===== src/rtl/handshaked_fifo.sv =====
// Circular-buffer FIFO with valid/ready handshakes on both sides and a size count.
// Optional build: HANDSHAKED_FIFO_FALL_THROUGH_EN lets a word pass straight through when the FIFO is empty.
module handshaked_fifo #(
    parameter int DATA_WIDTH = 8,
    parameter int DEPTH      = 4
) (
    input  logic                         clk,
    input  logic                         rst,
    input  logic [DATA_WIDTH-1:0]        dataIn_data,
    input  logic                         dataIn_vld,
    output logic                         dataIn_rd,
    output logic [DATA_WIDTH-1:0]        dataOut_data,
    output logic                         dataOut_vld,
    input  logic                         dataOut_rd,
    output logic [$clog2(DEPTH+1)-1:0]   size
);

    localparam int AW = $clog2(DEPTH);
    localparam int SW = $clog2(DEPTH+1);

    // Handshake: a word moves on a side only when that side's vld and rd are both 1 at the rising clk edge.
    logic [DATA_WIDTH-1:0] mem_q [DEPTH];
    logic [AW-1:0]         wr_ptr_q, wr_ptr_d;
    logic [AW-1:0]         rd_ptr_q, rd_ptr_d;
    logic [SW-1:0]         size_q, size_d;
    logic                  full, empty;
    logic                  wr_en, rd_en;

    function automatic logic [AW-1:0] ptr_inc(input logic [AW-1:0] p);
        return (p == AW'(DEPTH-1)) ? '0 : p + 1'b1;
    endfunction

    assign full  = (size_q == SW'(DEPTH));
    assign empty = (size_q == '0);

    assign dataIn_rd = !full;
    assign size      = size_q;

`ifdef HANDSHAKED_FIFO_FALL_THROUGH_EN
    logic bypass;

    // An empty FIFO hands the incoming word straight to a ready consumer without storing it.
    assign bypass       = empty && dataIn_vld && dataOut_rd;
    assign wr_en        = dataIn_vld && !full && !bypass;
    assign rd_en        = dataOut_rd && !empty;
    assign dataOut_vld  = empty ? dataIn_vld  : 1'b1;
    assign dataOut_data = empty ? dataIn_data : mem_q[rd_ptr_q];
`else
    assign wr_en        = dataIn_vld && !full;
    assign rd_en        = dataOut_rd && !empty;
    assign dataOut_vld  = !empty;
    assign dataOut_data = mem_q[rd_ptr_q];
`endif

    always_comb begin
        wr_ptr_d = wr_en ? ptr_inc(wr_ptr_q) : wr_ptr_q;
        rd_ptr_d = rd_en ? ptr_inc(rd_ptr_q) : rd_ptr_q;
        size_d   = size_q;
        case ({wr_en, rd_en})
            2'b10:   size_d = size_q + 1'b1;
            2'b01:   size_d = size_q - 1'b1;
            default: size_d = size_q;
        endcase
    end

    always_ff @(posedge clk or posedge rst) begin
        if (rst) begin
            wr_ptr_q <= '0;
            rd_ptr_q <= '0;
            size_q   <= '0;
        end else begin
            wr_ptr_q <= wr_ptr_d;
            rd_ptr_q <= rd_ptr_d;
            size_q   <= size_d;
        end
    end

    // Storage is not reset; stale entries are unreachable once the pointers clear.
    always_ff @(posedge clk) begin
        if (wr_en) begin
            mem_q[wr_ptr_q] <= dataIn_data;
        end
    end

endmodule


===== config.mk =====
export PLATFORM = sky130hd
export DESIGN_NAME = handshaked_fifo
export DESIGN_NICKNAME = d
export VERILOG_FILES = /design/src/rtl/handshaked_fifo.sv
export SDC_FILE = /design/constraint.sdc
export NUM_CORES = 1
export LEC_CHECK = 0
export ABC_AREA = 1
export CAP_MARGIN = 25
export CORE_MARGIN = 5
export CORE_UTILIZATION = 40
export DETAILED_ROUTE_END_ITERATION = 8
export GPL_TIMING_DRIVEN = 0
export PLACE_DENSITY = 0.65
export SYNTH_ARGS = -nofsm -noshare
export SYNTH_HDL_FRONTEND = slang
export SYNTH_SLANG_ARGS = --single-unit

===== constraint.sdc =====
create_clock -name clk -period 2.5 [get_ports clk]
set_clock_uncertainty 0.2 [all_clocks]
set_input_delay 0.375 -clock clk [delete_from_list [all_inputs] [get_ports clk]]
set_output_delay 0.375 -clock clk [all_outputs]
set_load 0.005 [all_outputs]

==> results of run 1 <==
-- stage by stage --
| stage | setup WS (ps) | cells |
|---|---|---|
| after floorplan | 609 | 153 |
| after global placement | 283 | 229 |
| after detailed placement | 212 | 229 |
| after CTS | 98.0 | 237 |
| after global routing | 84.0 | 237 |
| final | 217 | 237 |
-- routing by layer --
metal  up-vias  GRT usage
met3         5     0.0331
li1        571          -
met2        25      0.227
met5         -          0
met4         0     0.0682
met1       528      0.137
-- registers in the layout, summed over array words and instances, names as in the netlist --
register,flops
mem_q,32
rd_ptr_q,2
size,3
wr_ptr_q,2
-- kinds of logic (layout without fill, tap and decap cells) --
kind of cell    count (synthesis)  in the layout
compound gates                 17             17
xor+xnor                        1              1
fa+ha+maj                       7              7
buf+inv                        36             68
flops                          39             39
simple gates                   53             53
-- layout make-up --
type / instances / area share
Clock inverter: 3 / 0.0177
Inverter: 31 / 0.0548
Buffer: 5 / 0.0257
Tap cell: 52 / 0.0297
Timing Repair Buffer: 24 / 0.110
Sequential cell: 39 / 0.518
Clock buffer: 5 / 0.0314
Multi-Input combinational cell: 78 / 0.213
-- synthesized netlist by cell type, drive strengths merged --
| cell | number | area share |
|---|---|---|
| edfxtp | 32 | 0.54 |
| nor2 | 6 | 0.013 |
| nand3 | 7 | 0.030 |
| dfrtp | 7 | 0.099 |
| buf | 5 | 0.032 |
| o211ai | 16 | 0.068 |
| xnor2 | 1 | 0.0049 |
| fa | 1 | 0.011 |
| inv | 31 | 0.066 |
| nand4 | 1 | 0.0035 |
| o21ai | 1 | 0.0028 |
| ha | 6 | 0.042 |
| nand2 | 39 | 0.088 |
-- critical path: cells and delay by family, from the launching register on --
family,cells,cell delay [ps]
flip-flops,1,390
buffers and inverters,3,790
AND/OR/NAND/NOR,2,150
AO/OA/AOI/OAI,1,90
-- timing repair --
item	in CTS	in global routing
buffers inserted	0	0
resized for setup	0	1
endpoints found under the setup margin	0	2
-- power by group --
part / internal, mW / total, mW / switching (mW) / leakage [nW]
logic: 0.533 / 1.11 / 0.574 / 0.478
clock network: 0.292 / 0.502 / 0.210 / 0.0556
registers: 0.875 / 0.954 / 0.0785 / 0.378
total: 1.70 / 2.56 / 0.862 / 0.912
-- worst max path at each step --
| stage | end | slack (ps) | cells past startpoint |
|---|---|---|---|
| finish | dataOut_data[3] | 220 | 6 |
| detailed placement | mem_q[0][5] | 210 | 3 |
| CTS | dataOut_data[7] | 100 | 5 |
| floorplan | size[2] | 610 | 10 |
| global placement | mem_q[1][5] | 280 | 3 |
| global route | dataOut_data[3] | 80 | 5 |
==> reports/results.ini, run 1 <==
[power_and_ir_drop]
p_leak_nw = 0.912
ir_drop_mv = 0.620
p_per_area_nw_per_um2 = 1170
p_total_mw = 2.56

[finish]
diodes = 0
fin_area_um2 = 2190
multi_input_area_um2 = 467
mostFrequentLayoutCells = 37 x nand2_1, 32 x edfxtp_1, 29 x inv_1
ff_latch_area_um2 = 1140
final_nets = 203
n_fill_cell = 392
areaGrowthSynthToFinish_pct = 23.5
drive_above_1_share = 0.0973
utilization = 0.507
final_common_cell = nand2_1

[synthesis]
synthesis.area_um2 = 1780
synth_adder_area_share = 0.0536
synth-seq-cells = 39
synth-seq-area-share = 0.640
synth_compound_area_frac = 0.0705
postSynthAreaPerCell_um2 = 11.6
synth_top_family_by_area = simple AND/OR/NAND/NOR gates
synthCells = 153
synthMuxAreaShare = 0
syn-num-nets = 172
ys_types = 18
synth-xor-area-share = 0.00493
yosys_warnings = 0
synthSimpleGateAreaFrac = 0.134

[global_route]
grt_max_degree = 13
grt_pass1_vias = 1193
grt_usage = 0.128
grt_overflow = 0
grt_pass1_wl_mm = 5.76
antenna_found_initial = 0

[cts]
clock_latency_ps = 290
ctsHoldBuffers = 0
numCtsBuffers = 5
h-tree-depth = 2
clockBufferDepth = 2
clk_pin_slew_ps = 80
clock_sinks = 39
cts_tree = built
root_buffer = clkbuf_8

[setup_path]
regToRegStartpoint = size[1]
critPathLaunchType = flip-flop
arrival_ps = 1710
r2r-end = size[2]
cp_slowest_cell = clkdlybuf4s50_1
r2r_setup_slack_ps = 460
rr_worst_depth = 10
max_stage_delay_ps = 510
crit_start = rd_ptr_q[0]
crit_chain = buf_6 -> buf_6 -> nand2_1 -> o211ai_1 -> nand2_1 -> clkdlybuf4s50_1
crit_type = flip-flop to output pin
crit_path_end_kind = output pin
critPathRequiredTime_ps = 1920
path_max_fanout = 10

[route]
antenna_left = 0
route.met3.wl_um = 169
met2_length_mm = 1.88
dr.pass1.iters = 4
wl_met1_mm = 1.32
vias = 1129
routed_via_density = 4.76
routed_wl_mm = 3.43
avgRoutedWirePerCell_um = 14.5
drt-initial-drc-count = 88
dr.max_layer_used = met4
drc = 0

[floorplanning]
start_util = 0.411
core-area_um2 = 4320
io_pins = 25
die_x_um = 76.6
rows = 24
die_area_um2 = 5870
die_y_um = 76.6

[status]
status = finished clean

[sta]
max_clock_freq_mhz = 438
rsz0062_at_grt = false
worstMarginPinSlew_ps = 830
drv_slew = 0
hold_ws_ps = 120
min_period_over_period = 0.913
min_period_ps = 2280
finalSetupViolCount = 0
timing.setup.tns_ps = 0
maxSlewHeadroom = 0.445
hold_viol_final = 0

[job]
max-cap-violations = 0

[placement]
gp_congestion = 0.738
io_buffers = 24
hpwl_mm = 2.49
placed_area_um2 = 2080

[hold_path]
hp-class = input pin to async pin

Note: power is estimated with default switching activity, not from simulation.
==> run 2, diff against run 1 <==
Settings changed: CTS_CLUSTER_DIAMETER set to 100.
==> results of run 2 <==
The final DEF is identical to that of run 1; final timing and power are the same.
==> run 3, diff against run 2 <==
Settings changed: PLACE_DENSITY 0.65 to 0.67, SETUP_SLACK_MARGIN set to 0.5.
Clock period 2.5 ns to 2.1 ns, I/O delays scaled along.
==> run 3 against run 2 <==
Routed wire length grew 14%. Sequential power rose by 18%. First-iteration DRC count up 6.8%. Non-clock buffer count grew 29. Global-route usage rose by 0.33 points. Clock-buffer cell count unchanged. Sequential share of layout area shrank 7.5 points. Critical path type unchanged.
==> reports/results.ini, run 3 (same netlist as run 1, synthesis figures left out) <==
[status]
status = finished clean  ; unchanged

[cts]
clock_sinks = 39  ; unchanged
ctsHoldBuffers = 0  ; unchanged
numCtsBuffers = 5  ; unchanged
clk_pin_slew_ps = 80  ; about the same
h-tree-depth = 2  ; unchanged
clockBufferDepth = 2  ; unchanged
root_buffer = clkbuf_8  ; unchanged
clock_latency_ps = 290  ; about the same
cts_tree = built  ; unchanged

[setup_path]
crit_path_end_kind = output pin  ; unchanged
arrival_ps = 1370  ; was 1710 ps
critPathRequiredTime_ps = 1580  ; was 1920 ps
r2r_setup_slack_ps = 260  ; was 460 ps
crit_start = rd_ptr_q[0]  ; unchanged
path_max_fanout = 10  ; unchanged
critPathLaunchType = flip-flop  ; unchanged
crit_type = flip-flop to output pin  ; unchanged
regToRegStartpoint = size[1]  ; unchanged

[floorplanning]
die_area_um2 = 5870  ; unchanged
rows = 24  ; unchanged
die_y_um = 76.6  ; unchanged
core-area_um2 = 4320  ; unchanged
io_pins = 25  ; unchanged
die_x_um = 76.6  ; unchanged
start_util = 0.411  ; unchanged

[job]
max-cap-violations = 0  ; unchanged

[finish]
mostFrequentLayoutCells = 37 x nand2_1, 32 x edfxtp_1, 25 x inv_1  ; was 37 x nand2_1, 32 x edfxtp_1, 29 x inv_1
utilization = 0.592  ; was 0.507
n_fill_cell = 340  ; was 392
diodes = 0  ; unchanged
ff_latch_area_um2 = 1140  ; unchanged
drive_above_1_share = 0.327  ; was 0.0973
regMostFlops = mem_q  ; unchanged
fin_area_um2 = 2560  ; was 2190 um2
final_nets = 232  ; was 203
areaGrowthSynthToFinish_pct = 44.3  ; was 23.5%
final_common_cell = nand2_1  ; unchanged
multi_input_area_um2 = 537  ; was 467 um2
largest_register_ffs = 32  ; unchanged

[route]
drc = 0  ; unchanged
routed_wl_mm = 3.91  ; was 3.43 mm
dr.pass1.iters = 4  ; unchanged
vias = 1265  ; was 1129
antenna_left = 0  ; unchanged
avgRoutedWirePerCell_um = 14.7  ; was 14.5 um
drt-initial-drc-count = 94  ; was 88
routed_via_density = 4.76  ; about the same

[global_route]
grt_pass1_vias = 1206  ; was 1193
grt_usage = 0.131  ; was 0.128
antenna_found_initial = 0  ; unchanged
grt_max_degree = 14  ; was 13
grt_overflow = 0  ; unchanged
grt_pass1_wl_mm = 5.90  ; was 5.76 mm

[sta]
max_clock_freq_mhz = 530
worstMarginPinSlew_ps = 298  ; was 830 ps
drv_slew = 0  ; unchanged
min_period_over_period = 0.899
finalSetupViolCount = 0  ; unchanged
min_period_ps = 1890
hold_viol_final = 0  ; unchanged
worst_slack_ps = 212  ; was 217 ps
maxSlewHeadroom = 0.801  ; was 0.445
rsz0062_at_grt = true  ; was false

[power_and_ir_drop]
p_per_area_nw_per_um2 = 1450  ; was 1170 nW/um2
ir_drop_mv = 0.721  ; was 0.620 mV
p_leak_nw = 1.10  ; was 0.912 nW
p_total_mw = 3.72  ; was 2.56 mW

[hold_path]
hp-class = input pin to async pin  ; unchanged

[placement]
place_ws_ps = -120  ; was 212 ps
placed_area_um2 = 2100  ; was 2080 um2
io_buffers = 24  ; unchanged
hpwl_mm = 2.29  ; was 2.49 mm
gp_congestion = 0.695  ; was 0.738

==> run 3: cell count changes in the layout (fill, tap and decap cells not counted), moves of 3 or more <==
cell,before,now
buf_4,0,21
clkdlybuf4s50_1,24,11
buf_2,0,7
buf_8,0,4
inv_1,29,25
nor2_1,6,2
nor2_4,0,4
inv_2,1,4
==> run 3: worst max-delay path, stage by stage (launching register included) <==
cell	delay, ps
dfrtp_1	400
buf_6	160
buf_8	150
o211ai_1	180
nand2_1	70
buf_2	120
==> run 3: cell type report <==
class | count | share of cell area
Tap cell | 52 | 0.0254
Buffer | 5 | 0.0264
Clock inverter | 3 | 0.0264
Inverter | 31 | 0.0479
Timing Repair Buffer | 53 | 0.194
Clock buffer | 5 | 0.0269
Sequential cell | 39 | 0.444
Multi-Input combinational cell | 78 | 0.210
==> run 3: stage by stage <==
| stage | std cells | TNS [ps] | hold slack [ps] |
|---|---|---|---|
| 6_report | 266 | 0 | 63.1 |
| 5_1_grt | 266 | 0 | 81.9 |
| 4_1_cts | 251 | 0 | 55.1 |
| 2_1_floorplan | 153 | 0 | -81.6 |
| 3_3_place_gp | 229 | -2730 | 303 |
| 3_5_place_dp | 229 | -2870 | 306 |
==> run 3: timing repair <==
action / CTS / global route
setup endpoints to repair: 47 / 37
setup buffers: 13 / 14
pin swaps: 16 / 10
endpoints found under the hold margin: 0 / 0
resized for setup: 61 / 10
gates cloned: 1 / 1
==> run 3: power by group <==
part / switching (mW) / leakage, nW / internal, mW
logic: 0.888 / 0.659 / 0.967
registers: 0.0885 / 0.378 / 1.04
clock network: 0.267 / 0.0644 / 0.474
==> run 3: layer usage <==
layer / global-route usage / routed length, um / share of wire
met5: 0 / 0 / 0
met4: 0.0577 / 74 / 0.019
met3: 0.0402 / 184 / 0.047
met2: 0.230 / 2130 / 0.55
met1: 0.144 / 1520 / 0.39
==> run 3: worst paths after layout <==
check	endpoint	cells after the start
max	dataOut_data[4]	5
min	rd_ptr_q[0]	2
max reg2reg	size[2]	10
min reg2reg	wr_ptr_q[1]	2
max in group asynchronous	wr_ptr_q[0]	2
min in group clk	wr_ptr_q[1]	2
